`src/rtl/seg_input_conditioner_pkg.sv`:
```
// Shared types and defaults for the seg input conditioner.
// FSM state encodings and default timing constants shared with the seg top.
package seg_input_conditioner_pkg;

  typedef enum logic [1:0] {
    S_IDLE = 2'd0,
    S_REQ  = 2'd1,
    S_HOLD = 2'd2
  } seg_state_t;

  localparam int unsigned DEF_DATA_W          = 16;
  localparam int unsigned DEF_SYNC_STAGES     = 2;
  localparam int unsigned DEF_DEBOUNCE_CYCLES = 1_000_000;
  localparam int unsigned DEF_ACK_TIMEOUT     = 255;

  // Counter width that holds 0..n-1, never narrower than one bit.
  function automatic int unsigned cnt_w(input int unsigned n);
    return (n < 2) ? 1 : $clog2(n);
  endfunction

endpackage

```
`src/rtl/seg_input_conditioner_debounce.sv`:
```
// seg_debounce: synchroniser, debounce counter, stable level, rise pulse.
// Ports: clk, rst_n, din (raw async) -> level (debounced), rise (1-cycle).
module seg_debounce
  import seg_input_conditioner_pkg::*;
#(
  parameter int unsigned SYNC_STAGES     = DEF_SYNC_STAGES,
  parameter int unsigned DEBOUNCE_CYCLES = DEF_DEBOUNCE_CYCLES
) (
  input  logic clk,
  input  logic rst_n,
  input  logic din,
  output logic level,
  output logic rise
);

  localparam int unsigned CW = cnt_w(DEBOUNCE_CYCLES);
  localparam logic [CW-1:0] CNT_LAST = CW'(DEBOUNCE_CYCLES - 1);

  logic [SYNC_STAGES-1:0] sync_q;
  logic [CW-1:0]          cnt_q;
  logic                   level_q;
  logic                   level_d1_q;
  logic                   synced;

  assign synced = sync_q[SYNC_STAGES-1];

  always_ff @(posedge clk or negedge rst_n) begin
    if (!rst_n) begin
      sync_q <= '0;
    end else begin
      sync_q <= {sync_q[SYNC_STAGES-2:0], din};
    end
  end

  // The level only flips after the input has disagreed with it for
  // DEBOUNCE_CYCLES consecutive cycles; any agreement restarts the count.
  always_ff @(posedge clk or negedge rst_n) begin
    if (!rst_n) begin
      cnt_q      <= '0;
      level_q    <= 1'b0;
      level_d1_q <= 1'b0;
    end else begin
      level_d1_q <= level_q;
      if (synced == level_q) begin
        cnt_q <= '0;
      end else if (cnt_q == CNT_LAST) begin
        level_q <= ~level_q;
        cnt_q   <= '0;
      end else begin
        cnt_q <= cnt_q + CW'(1);
      end
    end
  end

  assign level = level_q;
  assign rise  = level_q & ~level_d1_q;

endmodule

```
`src/rtl/seg_input_conditioner.sv`:
```
// Turns BTNC/SW into one Wishbone-style write per debounced press.
// Ports: CLK100MHZ, CPU_RESETN, BTNC, SW, ACK_I -> DAT_O, STB_O, WE_O, BUSY_O, ERR_O.
module seg_input_conditioner
  import seg_input_conditioner_pkg::*;
#(
  parameter int unsigned DATA_W          = DEF_DATA_W,
  parameter int unsigned SYNC_STAGES     = DEF_SYNC_STAGES,
  parameter int unsigned DEBOUNCE_CYCLES = DEF_DEBOUNCE_CYCLES,
  parameter int unsigned ACK_TIMEOUT     = DEF_ACK_TIMEOUT
) (
  input  logic              CLK100MHZ,
  input  logic              CPU_RESETN,
  input  logic              BTNC,
  input  logic [DATA_W-1:0] SW,
  input  logic              ACK_I,
  output logic [DATA_W-1:0] DAT_O,
  output logic              STB_O,
  output logic              WE_O,
  output logic              BUSY_O,
  output logic              ERR_O
);

  localparam int unsigned TW = cnt_w(ACK_TIMEOUT);
  localparam logic [TW-1:0] TMR_LAST = TW'(ACK_TIMEOUT - 1);

  logic                               btn_level;
  logic                               btn_rise;
  logic [SYNC_STAGES-1:0][DATA_W-1:0] sw_sync_q;
  logic [DATA_W-1:0]                  sw_synced;
  seg_state_t                         state_q;
  logic [TW-1:0]                      timer_q;

  seg_debounce #(
    .SYNC_STAGES     (SYNC_STAGES),
    .DEBOUNCE_CYCLES (DEBOUNCE_CYCLES)
  ) u_btn (
    .clk   (CLK100MHZ),
    .rst_n (CPU_RESETN),
    .din   (BTNC),
    .level (btn_level),
    .rise  (btn_rise)
  );

  always_ff @(posedge CLK100MHZ or negedge CPU_RESETN) begin
    if (!CPU_RESETN) begin
      sw_sync_q <= '0;
    end else begin
      sw_sync_q <= {sw_sync_q[SYNC_STAGES-2:0], SW};
    end
  end

  assign sw_synced = sw_sync_q[SYNC_STAGES-1];

  // S_HOLD waits for release so a long hold never yields a second write.
  always_ff @(posedge CLK100MHZ or negedge CPU_RESETN) begin
    if (!CPU_RESETN) begin
      state_q <= S_IDLE;
      timer_q <= '0;
      DAT_O   <= '0;
      STB_O   <= 1'b0;
      WE_O    <= 1'b0;
      BUSY_O  <= 1'b0;
      ERR_O   <= 1'b0;
    end else begin
      ERR_O <= 1'b0;
      unique case (state_q)
        S_IDLE: begin
          if (btn_rise) begin
            DAT_O   <= sw_synced;
            STB_O   <= 1'b1;
            WE_O    <= 1'b1;
            BUSY_O  <= 1'b1;
            timer_q <= '0;
            state_q <= S_REQ;
          end
        end
        S_REQ: begin
          if (ACK_I) begin
            STB_O   <= 1'b0;
            WE_O    <= 1'b0;
            state_q <= S_HOLD;
          end else if (timer_q == TMR_LAST) begin
            STB_O   <= 1'b0;
            WE_O    <= 1'b0;
            ERR_O   <= 1'b1;
            state_q <= S_HOLD;
          end else begin
            timer_q <= timer_q + TW'(1);
          end
        end
        S_HOLD: begin
          if (!btn_level) begin
            BUSY_O  <= 1'b0;
            state_q <= S_IDLE;
          end
        end
        default: begin
          STB_O   <= 1'b0;
          WE_O    <= 1'b0;
          BUSY_O  <= 1'b0;
          state_q <= S_IDLE;
        end
      endcase
    end
  end

endmodule

```
`config.mk`:
```
export PLATFORM = sky130hd
export DESIGN_NAME = seg_input_conditioner
export DESIGN_NICKNAME = d
export VERILOG_FILES = /design/src/rtl/seg_input_conditioner_pkg.sv /design/src/rtl/seg_input_conditioner_debounce.sv /design/src/rtl/seg_input_conditioner.sv
export SDC_FILE = /design/constraint.sdc
export NUM_CORES = 1
export LEC_CHECK = 0
export BUFFER_PORTS_ARGS = -buffer_cell sky130_fd_sc_hd__buf_2
export CELL_PAD_IN_SITES_DETAIL_PLACEMENT = 1
export CELL_PAD_IN_SITES_GLOBAL_PLACEMENT = 1
export CORE_ASPECT_RATIO = 0.7
export CORE_UTILIZATION = 45
export CTS_CLUSTER_DIAMETER = 120
export DETAILED_ROUTE_END_ITERATION = 8
export GPL_ROUTABILITY_DRIVEN = 0
export GPL_TIMING_DRIVEN = 0
export HOLD_SLACK_MARGIN = 0.08
export PLACE_DENSITY = 0.79
export SYNTH_ARGS = -nofsm -noshare
export SYNTH_HDL_FRONTEND = slang
export SYNTH_SLANG_ARGS = --single-unit
export TNS_END_PERCENT = 1
```
`constraint.sdc`:
```
create_clock -name CLK100MHZ -period 2.52 [get_ports CLK100MHZ]
set_input_delay 0.504 -clock CLK100MHZ [delete_from_list [all_inputs] [get_ports CLK100MHZ]]
set_output_delay 0.504 -clock CLK100MHZ [all_outputs]
set_load 0.01 [all_outputs]
```
* Word level (Yosys, flattened, before mapping) *
Index checks and enable logic that the tools add are counted.

storage, ports and cells
  input port bits = 20
  logic and storage cells = 58
  output and inout bits = 20
  register bits = 85

operators by class
  reduce and logical (&&, ||, !) cells = 8
  $add $sub $neg = 2
  multiplexer cells = 20
  equality and inequality tests = 10
  bitwise operators = 6

operators with widths
  cell                                                              count
  20-bit 2-to-1 mux                                                 2
  8-bit 2-to-1 mux                                                  3
  20-bit by 1-bit adder with 20-bit output (second input constant)  1
  20-bit == test (second input constant)                            1
  8-bit one-hot mux with 2 select lines                             1
  3-bit AND reduction                                               3
  8-bit by 1-bit adder with 8-bit output (second input constant)    1
  8-bit == test (second input constant)                             1
  2-bit 2-to-1 mux                                                  4
  2-bit != test (second input constant)                             4
  1-bit 2-to-1 mux                                                  7
  1-bit one-hot mux with 3 select lines                             2
  2-bit one-hot mux with 3 select lines                             1
  1-bit NOT                                                         5
  2-bit AND reduction                                               2
  4-bit AND reduction                                               1
  3-bit != test (second input constant)                             1
  2-bit by 1-bit == test with 1-bit output (second input constant)  1
  2-bit == test (second input constant)                             1
  2-bit zero test                                                   1
  2-bit nonzero test                                                1
  1-bit AND                                                         1
  1-bit == test                                                     1

* Depth between registers and ports, before layout *
Gate-level depths: netlist (run 1).

  depth after elaboration = 4
  depth in mapped cells = 7
  gate-level depth less buffers = 6

* Modules after synthesis *
From an unflattened synthesis (run 1), not the netlist that was laid out.

second synthesis, totals
  cell total of the unflattened synthesis = 249
  area, all modules = 3245.6 µm²

by module, submodules not included
  module                 times used  cells each  seq. area each (µm²)  area each (µm²)
  seg_input_conditioner  1           139         1526.5                2099.5
  seg_debounce           1           110         600.6                 1146.1

* Worst setup path before layout (run 1) *
OpenSTA, ideal clock, no wires.

  kind = register to register
  start = reg u_btn.cnt_q[2]
  end = reg u_btn.cnt_q[19]
  buffers on the path = 1
  data required time = 2442 ps
  arrival = 1812 ps
  setup time = 78 ps
  stages on the path, launching flop included = 6
  clock period less this slack = 1890 ps
  setup slack = 630 ps
  cell sequence = dfrtp_1 nand4_2 or4_1 buf_2 or4_1 a21oi_1

on the way
  word-level cells in the longest chain between the ends = 3
  elaborated cells on any way between the ends = 4
  those cells by class = add/sub (1); eq/ne (1); mux (2)

RTL lines
  what                                                                        line                                                                        text
  start: declaration                                                          seg_input_conditioner_debounce.sv:20                                        logic [CW-1:0] cnt_q;
  start signal: assignment                                                    seg_input_conditioner_debounce.sv:50                                        cnt_q <= cnt_q + CW'(1);
  20-bit by 1-bit adder with 20-bit output or 20-bit == test (tied branches)  seg_input_conditioner_debounce.sv:50, seg_input_conditioner_debounce.sv:46
  20-bit 2-to-1 mux (*)                                                       seg_input_conditioner_debounce.sv:46                                        end else if (cnt_q == CNT_LAST) begin
  20-bit 2-to-1 mux (*)                                                       seg_input_conditioner_debounce.sv:44                                        if (synced == level_q) begin

Every way passes the cells marked *; elsewhere a longest branch is shown, timed or not.
A chain may end at the register's enable or synchronous reset.

* Final worst setup path (run 1) *
  start = reg u_btn.cnt_q[0]
  end = reg u_btn.cnt_q[9]

The elaborated chain is that of the path after synthesis.

==> flow_summary.json, run 1 <==
{
  "finalSetupViolCount": 0,
  "grt_setup_unrepaired": "false",
  "first_global_vias": 2348,
  "worst_slack_ns": 0.318,
  "p_leak_nw": 1.78,
  "synth.mux.area_fraction_pct": 0.359,
  "max_freq_mhz": 454,
  "wl_per_cell_um": 15.8,
  "max-cap-violations": 0,
  "clkSinkCount": 85,
  "rows": 25,
  "endpoint_kind": "flop",
  "slew_headroom_pct": 66.1,
  "antenna_cells": 0,
  "post-route-drc-count": 0,
  "root_buffer": "clkbuf_8",
  "async_reset_ff_share_pct": 100,
  "synth_edf_count": 0,
  "clk_latency_ns": 0.36,
  "worstSetupStartpointType": "flop",
  "clockBufferDepth": 2,
  "syn_area_um2": 3140,
  "status": "complete, no violations",
  "vdd_drop_max_v": 0.000394,
  "fin_setup_tns_ns": 0,
  "ios": 40,
  "dieWidth_um": 102,
  "synth_area_leader_cell": "dfrtp_1",
  "multi_input_area_um2": 957,
  "drt_wl_total_um": 6740,
  "min_period_ns": 2.20,
  "clk_transition_reported_paths_ns": 0.09,
  "synth-simple-area-share_pct": 19.2,
  "drtIter0Drc": 69,
  "worstPathArrival_ns": 2.42,
  "core_um2": 6760,
  "crit_type": "reg -> reg",
  "vias": 2217,
  "dieArea_um2": 7310,
  "die_y_um": 71.9,
  "slew_viol_final": 0,
  "required_ns": 2.74,
  "synth_most_common_cell": "dfrtp_1",
  "crit_fanout": 10,
  "synth_commonest_cells": "dfrtp_1, nand2_1, nor2_1, o21ai_0",
  "drt_pass1_iterations": 4,
  "worst_pin_slew_ns": 0.509,
  "synth_cells": 276,
  "final_net_count": 351,
  "holdWs_ns": 0.247,
  "p_per_area_nw_per_um2": 690,
  "drive_above_1_share_pct": 18.6,
  "synth_area_leaders": "dfrtp_1, nand2_1, o21ai_0",
  "grt_use_met1_pct": 27.4,
  "area_growth_pct": 18.7,
  "start_util_pct": 46.4,
  "grt-busiest-layer": "met2",
  "place_hpwl_um": 4750,
  "synth_nets": 299,
  "cts_tree": "built",
  "grt-ovfl-total": 0,
  "antenna_found_initial": 0,
  "synth_ff_type": "dfrtp_1",
  "ant_nets": 0,
  "finalHoldViolCount": 0,
  "fillers": 769,
  "yosys_warnings": 0,
  "grt_usage_pct": 20.8,
  "via_per_inst": 5.19,
  "portBuffers": 39,
  "post-place-ws_ns": 0.109,
  "htree_levels": 3,
  "met3_usage_pct": 6.15,
  "synthAdderAreaFrac_pct": 1.20,
  "synth_xor_area_share_pct": 3.35,
  "cts_setup_buffers": 0,
  "synth_compound_area_share_pct": 6.14,
  "area.sequential_um2": 2130,
  "synth-seq-cells": 85,
  "yosys.area.top_type_share_pct": 67.8,
  "synthDistinctLibCells": 33,
  "fin_worst_skew_ns": 0.0144,
  "grt_pass1_wl_um": 11300,
  "cts_buffers": 9,
  "use_met2_pct": 31.8,
  "period_share_pct": 87.4,
  "hold_path.class": "in -> reg",
  "grt_max_degree": 75,
  "syn_area_per_cell_um2": 11.4,
  "yosysSeqAreaShare_pct": 67.8,
  "synth_top_family_by_area": "simple AND/OR/NAND/NOR gates"
}
-- worst paths after layout --
kind	startpoint	end	slack (ns)	depth (start not counted)
hold / removal	SW[2]	sw_sync_q[2]$_DFF_PN0_	0.25	1
hold reg to reg	sw_sync_q[7]$_DFF_PN0_	sw_synced[7]$_DFF_PN0_	0.35	0
setup / recovery	u_btn.cnt_q[0]$_DFF_PN0_	u_btn.cnt_q[9]$_DFF_PN0_	0.32	5
setup reg to reg	u_btn.cnt_q[0]$_DFF_PN0_	u_btn.cnt_q[9]$_DFF_PN0_	0.32	5
max in group asynchronous	CPU_RESETN	u_btn.cnt_q[9]$_DFF_PN0_	1.39	3
min in group asynchronous	CPU_RESETN	timer_q[6]$_DFFE_PN0P_	0.53	2
-- cell usage in the layout (no fill, tap or decap), types with 2 or more instances in the layout --
master     count
inv_6          3
inv_1          7
clkbuf_1       6
xor2_1         5
o31ai_1        4
xnor2_1        7
buf_2         39
and2_1         2
nand2_1       61
nand4_1        5
ha_1           3
or4_1          7
nor3_1         6
a21oi_1       13
bufinv_16      2
or3_1          7
buf_4          2
dfrtp_1       85
nor4_1         2
nor2_1        14
clkbuf_8       9
nand3_1       13
o21ai_0       14
-- cell type report --
| class | count | share of cell area, % |
|---|---|---|
| buffer | 8 | 0.941 |
| clock buffer | 9 | 3.33 |
| clock inverter | 7 | 2.75 |
| inverter | 7 | 0.705 |
| multi-input combinational | 176 | 25.7 |
| sequential | 85 | 57.1 |
| tap | 94 | 3.16 |
| timing repair buffer | 41 | 6.32 |
-- critical path, stage by stage, from the launching register on --
cell and delay [ns]:
dfrtp_1 0.44, ha_1 0.34, nand4_1 0.25, o31ai_4 0.48
clkbuf_1 0.43, nor2_1 0.10
-- metal layers --
metal	share of wire, %	up-vias
met5	0	-
met4	2.4	0
met3	4.4	13
met2	47	47
met1	46	1117
li1	-	1040
-- registers in the layout, indices dropped and copies added, names as in the netlist --
name	cells
state_q	2
u_btn.level_d1_q	1
DAT_O	16
BUSY_O	1
u_btn.level	1
timer_q	8
sw_sync_q	16
WE_O	1
u_btn.sync_q	2
sw_synced	16
ERR_O	1
u_btn.cnt_q	20
-- cell families after synthesis --
| kind of cell | count (synthesis) |
|---|---|
| AO/OA/AOI/OAI | 34 |
| XOR/XNOR | 12 |
| AND/OR/NAND/NOR | 126 |
| multiplexers | 1 |
| buffers and inverters | 15 |
| adder cells (fa/ha/maj) | 3 |
| flip-flops | 85 |
-- through the flow --
step	util, %	total power, W	instance area [µm²]	cells
final	55.1	0.00257	3720	427
after global routing	55.1	0.00265	3720	427
after CTS	55.0	0.00260	3720	427
after detailed placement	51.5	0.00151	3480	410
after global placement	51.1	0.00149	3450	409
after floorplan	-	0.00145	3140	276
-- what timing repair did --
action	in CTS	in global routing
hold buffers	1	0
endpoints found under the setup margin	0	10
resized for setup	0	1
endpoints found under the hold margin	11	0
-- power by group --
part           internal [W]  switching (W)  total [W]
logic             0.0000232      0.0000427  0.0000659
registers           0.00140      0.0000167    0.00141
clock network      0.000574       0.000519    0.00109
No activity file was read; power rests on OpenSTA's default activity.
==> inputs of run 2 (changes only) <==
--- a/config.mk
+++ b/config.mk
@@ -8,14 +8,14 @@
 export BUFFER_PORTS_ARGS = -buffer_cell sky130_fd_sc_hd__buf_2
 export CELL_PAD_IN_SITES_DETAIL_PLACEMENT = 1
 export CELL_PAD_IN_SITES_GLOBAL_PLACEMENT = 1
-export CORE_ASPECT_RATIO = 0.7
-export CORE_UTILIZATION = 45
+export CORE_ASPECT_RATIO = 2
+export CORE_UTILIZATION = 38
 export CTS_CLUSTER_DIAMETER = 120
 export DETAILED_ROUTE_END_ITERATION = 8
 export GPL_ROUTABILITY_DRIVEN = 0
 export GPL_TIMING_DRIVEN = 0
 export HOLD_SLACK_MARGIN = 0.08
-export PLACE_DENSITY = 0.79
+export PLACE_DENSITY = 0.69
 export SYNTH_ARGS = -nofsm -noshare
 export SYNTH_HDL_FRONTEND = slang
 export SYNTH_SLANG_ARGS = --single-unit
==> run 2 against run 1 <==
Compared with the run above: hold slack improved by 0.022 ns; combinational power decreased by 2%; sequential power about the same; via count decreased by 0.36%; cell area increased by 2.7%; largest cell class unchanged; largest power group unchanged.
==> flow_summary.json, run 2 (same netlist as run 1, synthesis figures left out) <==
{
  "status": "complete, no violations",
  "drtIter0Drc": 110,
  "drt_wl_total_um": 6450,
  "via_per_inst": 5.15,
  "fin_setup_tns_ns": 0,
  "min_period_ns": 2.18,
  "endpoint_kind": "flop",
  "period_share_pct": 86.3,
  "cts_buffers": 9,
  "clk_transition_reported_paths_ns": 0.06,
  "p_leak_nw": 1.82,
  "grt_setup_unrepaired": "false",
  "grt_max_degree": 73,
  "finalHoldViolCount": 0,
  "worstSetupStartpointType": "flop",
  "crit_fanout": 10,
  "grt_pass1_wl_um": 10900,
  "slew_headroom_pct": 63.5,
  "root_buffer": "clkbuf_16",
  "whs_endpoint": "sw_sync_q[10]$_DFF_PN0_",
  "hold_path.class": "in -> reg",
  "post-route-drc-count": 0,
  "dieArea_um2": 8640,
  "clockBufferDepth": 2,
  "place_hpwl_um": 4570,
  "final_cell_mix": "dfrtp_1, nand2_1, buf_2",
  "drive_above_1_share_pct": 18.6,
  "fillers": 881,
  "cts_tree": "built",
  "p_per_area_nw_per_um2": 754,
  "total_power_w": 0.00289,
  "clkSinkCount": 85,
  "drt_pass1_iterations": 4,
  "wl_per_cell_um": 15.0,
  "max-cap-violations": 0,
  "fin_worst_skew_ns": 0.00580,
  "vdd_drop_max_v": 0.000498,
  "final_net_count": 351,
  "crit_type": "reg -> reg",
  "worstHoldStart": "SW[10]",
  "grt-ovfl-total": 0,
  "area_growth_pct": 22.0,
  "vias": 2209,
  "hold_depth": 1,
  "holdWs_ns": 0.269,
  "r2r_cells": 5,
  "dp_cells": 412,
  "max_freq_mhz": 460,
  "stdcell_count": 429,
  "worst_pin_slew_ns": 0.548,
  "first_global_vias": 2356,
  "r2r_slack_ns": 0.34,
  "finalSetupViolCount": 0,
  "final_common_cell": "dfrtp_1",
  "largest_register_ffs": 20,
  "slew_viol_final": 0,
  "portBuffers": 39,
  "antenna_cells": 0,
  "ios": 40,
  "htree_levels": 3,
  "regMostFlops": "u_btn.cnt_q",
  "required_ns": 2.72,
  "ant_nets": 0,
  "start_util_pct": 39.5,
  "worstPathArrival_ns": 2.38,
  "die_y_um": 130,
  "cts_setup_buffers": 0,
  "grt_usage_pct": 17.3,
  "dieWidth_um": 66.2,
  "antenna_found_initial": 0,
  "rows": 46,
  "r2r-end": "u_btn.cnt_q[12]$_DFF_PN0_",
  "timing.rr.start": "u_btn.cnt_q[0]$_DFF_PN0_",
  "clk_latency_ns": 0.34,
  "core_um2": 7940
}
-- run 2: layout make-up --
class / count / area [µm²] / share of cell area (%)
Buffer: 8 / 35.0 / 0.916
Clock buffer: 10 / 239 / 6.25
Clock inverter: 6 / 86.3 / 2.26
Inverter: 7 / 26.3 / 0.687
Multi-Input combinational cell: 176 / 957 / 25.0
Sequential cell: 85 / 2130 / 55.6
Tap cell: 96 / 120 / 3.14
Timing Repair Buffer: 41 / 235 / 6.15
-- run 2: repair_timing --
action / CTS / global route
resized for setup: 0 / 1
hold buffers: 1 / 0
hold endpoints to repair: 13 / 0
setup endpoints to repair: 0 / 9
-- run 2: power breakdown --
group / internal [W] / leakage, nW / switching (W)
sequential: 0.00140 / 1.10 / 0.0000156
clock: 0.000892 / 0.158 / 0.000515
combinational: 0.0000231 / 0.562 / 0.0000418
-- run 2: worst max-delay path, stage by stage, from the launching register on --
cell and delay [ns]:
dfrtp_1 0.40, ha_1 0.33, nand4_1 0.28, o31ai_4 0.51
clkbuf_1 0.41, nor2_1 0.11
-- run 2: worst max-delay path by stage --
stage / from / endpoint / slack (ns) / cells past startpoint
3_3_place_gp: u_btn.cnt_q[13]$_DFF_PN0_ / u_btn.cnt_q[10]$_DFF_PN0_ / 0.14 / 5
6_report: u_btn.cnt_q[0]$_DFF_PN0_ / u_btn.cnt_q[12]$_DFF_PN0_ / 0.34 / 5
3_5_place_dp: u_btn.cnt_q[12]$_DFF_PN0_ / u_btn.cnt_q[12]$_DFF_PN0_ / 0.10 / 5
2_1_floorplan: u_btn.cnt_q[2]$_DFF_PN0_ / u_btn.cnt_q[19]$_DFF_PN0_ / 0.63 / 5
5_1_grt: u_btn.cnt_q[0]$_DFF_PN0_ / u_btn.cnt_q[7]$_DFF_PN0_ / 0.1 / 5
4_1_cts: u_btn.cnt_q[0]$_DFF_PN0_ / u_btn.cnt_q[12]$_DFF_PN0_ / 0.11 / 5
-- run 2: routing by layer --
metal / track usage, % / up-vias / part of all wire (%)
li1: - / 1036 / -
met1: 17.3 / 1131 / 36
met2: 31.8 / 27 / 59
met3: 3.99 / 15 / 2.5
met4: 9.89 / 0 / 2.9
met5: 0 / - / 0
-- run 2: stage by stage --
stage,worst slack (ns),util (%),cell area [µm²]
final,0.344,48.2,3830
after floorplan,0.630,-,3140
after global routing,0.0954,48.2,3830
after CTS,0.109,48.1,3820
after global placement,0.138,43.5,3450
after detailed placement,0.102,43.8,3480
